<file path="src/rtl/encoder_8x3_seq.sv">
// Sequential 8-to-3 encoder: accepts a multi-hot vector and emits the index
// of each set bit, one per output beat, in a fixed priority order.
module encoder_8x3_seq #(
    parameter bit PRIORITY_LOW = 1'b1
) (
    input  logic       clk,
    input  logic       rst,
    input  logic       in_valid,
    output logic       in_ready,
    input  logic [7:0] in_vec,
    output logic       out_valid,
    input  logic       out_ready,
    output logic [2:0] out,
    output logic       out_last,
    output logic       zero_in
);

    typedef enum logic {
        IDLE = 1'b0,
        BUSY = 1'b1
    } state_e;

    state_e     state_q, state_d;
    logic [7:0] pending_q, pending_d;
    logic       zero_in_q, zero_in_d;

    logic [2:0] sel_idx;
    logic       sel_found;
    logic [7:0] sel_onehot;
    logic       single_bit;

    // Priority pick over pending; direction fixed at elaboration.
    always_comb begin
        sel_idx   = 3'd0;
        sel_found = 1'b0;
        if (PRIORITY_LOW) begin
            for (int i = 0; i < 8; i++) begin
                if (!sel_found && pending_q[i]) begin
                    sel_idx   = 3'(i);
                    sel_found = 1'b1;
                end
            end
        end else begin
            for (int i = 7; i >= 0; i--) begin
                if (!sel_found && pending_q[i]) begin
                    sel_idx   = 3'(i);
                    sel_found = 1'b1;
                end
            end
        end
    end

    assign sel_onehot = 8'd1 << sel_idx;
    // Exactly one bit set: non-zero and clearing the lowest set bit leaves zero.
    assign single_bit = (pending_q != 8'd0) && ((pending_q & (pending_q - 8'd1)) == 8'd0);

    always_comb begin
        state_d   = state_q;
        pending_d = pending_q;
        zero_in_d = 1'b0;
        unique case (state_q)
            IDLE: begin
                if (in_valid) begin
                    pending_d = in_vec;
                    if (in_vec != 8'd0) begin
                        state_d = BUSY;
                    end else begin
                        zero_in_d = 1'b1;
                    end
                end
            end
            BUSY: begin
                if (out_ready) begin
                    pending_d = pending_q & ~sel_onehot;
                    if (single_bit) begin
                        state_d = IDLE;
                    end
                end
            end
            default: begin
                state_d   = IDLE;
                pending_d = 8'd0;
            end
        endcase
    end

    always_ff @(posedge clk or posedge rst) begin
        if (rst) begin
            state_q   <= IDLE;
            pending_q <= 8'd0;
            zero_in_q <= 1'b0;
        end else begin
            state_q   <= state_d;
            pending_q <= pending_d;
            zero_in_q <= zero_in_d;
        end
    end

    // Handshake flags depend on state only; index outputs are masked when idle.
    assign in_ready  = (state_q == IDLE);
    assign out_valid = (state_q == BUSY);
    assign out       = out_valid ? sel_idx : 3'd0;
    assign out_last  = out_valid & single_bit;
    assign zero_in   = zero_in_q;

endmodule

</file>
<file path="config.mk">
export PLATFORM = sky130hd
export DESIGN_NAME = encoder_8x3_seq
export DESIGN_NICKNAME = d
export VERILOG_FILES = /design/src/rtl/encoder_8x3_seq.sv
export SDC_FILE = /design/constraint.sdc
export NUM_CORES = 1
export LEC_CHECK = 0
export BUFFER_PORTS_ARGS = -buffer_cell sky130_fd_sc_hd__buf_2
export CORE_MARGIN = 4
export CORE_UTILIZATION = 47
export CTS_BUF_LIST = sky130_fd_sc_hd__clkbuf_4 sky130_fd_sc_hd__clkbuf_8
export DETAILED_ROUTE_END_ITERATION = 6
export PLACE_DENSITY = 0.78
export SLEW_MARGIN = 20
export SYNTH_ARGS = -nofsm -noshare
export SYNTH_HDL_FRONTEND = slang
export SYNTH_SLANG_ARGS = --single-unit
</file>
<file path="constraint.sdc">
create_clock -name clk -period 1.8 [get_ports clk]
set_clock_uncertainty 0.2 [all_clocks]
set_input_delay 0.36 -clock clk [delete_from_list [all_inputs] [get_ports clk]]
set_output_delay 0.36 -clock clk [all_outputs]
set_load 0.005 [all_outputs]
</file>
==> flow_metrics.env <==
export IMPL_crit_chain="nor4_4, buf_4, or4_4, a21o_1, a21oi_2, buf_2"
export IMPL_initial_core_util_pct=49.9
export IMPL_cts_sinks=10
export IMPL_cp_top_family="simple AND/OR/NAND/NOR gates"
export IMPL_cts_tree="built"
export IMPL_rr_worst_depth=6
export IMPL_synth_cell_area_um2=649
export IMPL_grtUsageTotal_pct=21.4
export IMPL_min_path_cells=3
export IMPL_clkTransAtPathRegs_ns=0.07
export IMPL_hold_start="in_vec[5]"
export IMPL_antenna_found_initial=0
export IMPL_path_class="reg -> out"
export IMPL_via_per_inst=5.62
export IMPL_grt_pass1_wl_um=3130
export IMPL_grt_max_degree=11
export IMPL_die_y_um=45.2
export IMPL_cpPeakStageDelay_ns=0.41
export IMPL_final_common_cell="buf_2"
export IMPL_synth_cells=79
export IMPL_clock_root_buffer="clkbuf_4"
export IMPL_drc=0
export IMPL_required_ns=1.24
export IMPL_synthAdderAreaFrac_pct=0
export IMPL_dieArea_um2=2040
export IMPL_io_buffers=18
export IMPL_max_cap_viol_count=0
export IMPL_num_vias=747
export IMPL_holdPathEnd="pending_q[5]"
export IMPL_routabilityCongestion=0.831
export IMPL_synth_seq_area_share_pct=38.5
export IMPL_fill_cells=108
export IMPL_setup_ws_ns=-0.476
export IMPL_worst_pin_slew_ns=0.473
export IMPL_dp_hpwl_um=1410
export IMPL_violations="setup timing"
export IMPL_avgSynthCellArea_um2=8.22
export IMPL_cellPowerDensity_nw_per_um2=1900
export IMPL_clock_latency_ns=0.27
export IMPL_fp_row_count=13
export IMPL_cp_arrival_ns=1.72
export IMPL_cts_max_path_buffers=2
export IMPL_status="complete, but fails checks"
export IMPL_ios=19
export IMPL_hold_viol_final=0
export IMPL_synth_compound_area_share_pct=31.6
export IMPL_finalPower_w=0.00180
export IMPL_min_path_type="in -> reg"
export IMPL_syn2layout_area_growth_pct=45.9
export IMPL_final_cell_mix="18 x buf_2, 17 x buf_4, 10 x nand2_1, 9 x o21ai_0, 9 x dfrtp_1"
export IMPL_synth_nets=91
export IMPL_cp_max_fo=6
export IMPL_grt_pass1_vias=733
export IMPL_ff2ff_setup_slack_ns=-0.15
export IMPL_max_freq_mhz=439
export IMPL_dieWidth_um=45.2
export IMPL_yosysWarnings=0
export IMPL_overflow=0
export IMPL_worstReg2RegEnd="out_valid"
export IMPL_max_slew_margin_pct=68.3
export IMPL_r2r_start="pending_q[2]"
export IMPL_antenna_left=0
export IMPL_core_region_area_um2=1300
export IMPL_p_leak_nw=0.484
export IMPL_drive_gt1_share_pct=41.5
export IMPL_first_pass_iters=4
export IMPL_critPathCaptureType="output pin"
export IMPL_cts_buffers=3
export IMPL_synth_xor_area_share_pct=1.35
export IMPL_wl_um=1870
export IMPL_layout_nets=131
export IMPL_synth_top_family_by_area="compound AO/OA/AOI/OAI gates"
export IMPL_num_antenna_cells=0
export IMPL_setup_viol=5
export IMPL_finalMaxSlewViolations=0
export IMPL_min_period_ns=2.28
export IMPL_synth_distinct_cells=27
export IMPL_finalSetupTns_ns=-1.76
export IMPL_synthSimpleGateAreaFrac_pct=23.9
export IMPL_drtIter0Drc=26
export IMPL_ys_ff_latch=10
export IMPL_rsz0062_at_grt="yes"
export IMPL_finalCritPeriodShare_pct=126
export IMPL_synthMuxAreaShare_pct=0
export IMPL_worst_path_buf_inv=2
export IMPL_ir_drop_mv=0.937
export IMPL_h_tree_depth=1
export IMPL_wl_per_cell_um=14.0
export IMPL_cp_start_kind="register"
export IMPL_crit_slowest_cell="dfrtp_1"
-- cells by family after synthesis --
group / count (synthesis)
AOI/OAI and AO/OA: 31
DFF: 10
and+or+nand+nor: 29
xor gates and xnor gates: 1
buffers and inverters: 8
-- metal layers --
| layer | up-vias | routed length [um] | share of wire (%) | track usage, % |
|---|---|---|---|---|
| met5 | - | 0 | 0 | 0 |
| met4 | 0 | 24 | 1.3 | 7.60 |
| met3 | 4 | 91 | 4.9 | 9.56 |
| met2 | 22 | 939 | 50 | 34.7 |
| met1 | 351 | 809 | 43 | 24.8 |
| li1 | 370 | - | - | - |
-- synth_stat cells (all sizes together) --
cell	instances	area (um^2)
o31a	2	17.5
nor4b	2	17.5
nand3	2	10.0
clkbuf	2	7.51
a311oi	1	8.76
dfrtp	10	250
o22a	1	10.0
nand2	11	41.3
a21o	3	22.5
a21oi	7	35.0
o21ai	9	45.0
o32a	1	10.0
a31oi	1	6.26
a22o	3	27.5
nand4	1	6.26
nor2	7	26.3
xor2	1	8.76
inv	6	22.5
and3	1	6.26
o211ai	1	7.51
nor4	3	33.8
nor2b	1	6.26
a21boi	1	7.51
a22oi	1	7.51
or4	1	7.51
-- sequential cells by signal, summed over array words and instances (netlist names) --
name / flops
pending_q: 8
out_valid: 1
zero_in: 1
-- timing repair --
action                     in CTS  in global routing
pin swaps                       4                  1
hold buffers                    1                  0
gates resized for setup         4                  0
setup endpoints to repair       5                  6
setup buffers                   3                  1
hold endpoints to repair       10                  0
-- worst max-delay path by stage --
stage,startpoint,endpoint,slack [ns],depth (start not counted)
floorplan,pending_q[3],out[1],-0.04,4
global placement,pending_q[3],out_last,-0.12,5
detailed placement,pending_q[3],out_last,-0.17,5
CTS,pending_q[0],out_last,-0.47,5
global route,pending_q[2],out_last,-0.54,6
finish,pending_q[2],out_last,-0.48,6
-- report_power, final --
group	total [W]	switching [W]	internal [W]
registers	0.000382	0.0000772	0.000305
clock network	0.000179	0.0000777	0.000101
logic	0.00124	0.000570	0.000673
total	0.00180	0.000725	0.00108
-- layout make-up --
class                           instances  area [um^2]  share of cell area (%)
Clock buffer                            4         30.0                    3.17
Inverter                                6         22.5                    2.38
Multi-Input combinational cell         61          385                    40.7
Sequential cell                        10          251                    26.6
Tap cell                               15         18.8                    1.98
Timing Repair Buffer                   37          239                    25.2
-- stage by stage --
step	cell area (um^2)	setup WS [ns]	hold WS (ns)	std cells	utilization, %
2_1_floorplan	657	-0.0424	0.000111	79	-
3_3_place_gp	871	-0.118	0.148	125	66.9
3_5_place_dp	871	-0.173	0.167	125	66.9
4_1_cts	940	-0.467	0.104	132	72.2
5_1_grt	947	-0.542	0.123	133	72.8
6_report	947	-0.476	0.107	133	72.8
-- worst min-delay path, delay by kind of cell --
family,cells,cell delay (ns)
buffers and inverters,1,0.09
AND/OR/NAND/NOR,2,0.09
No activity file was read; power rests on OpenSTA's default activity.
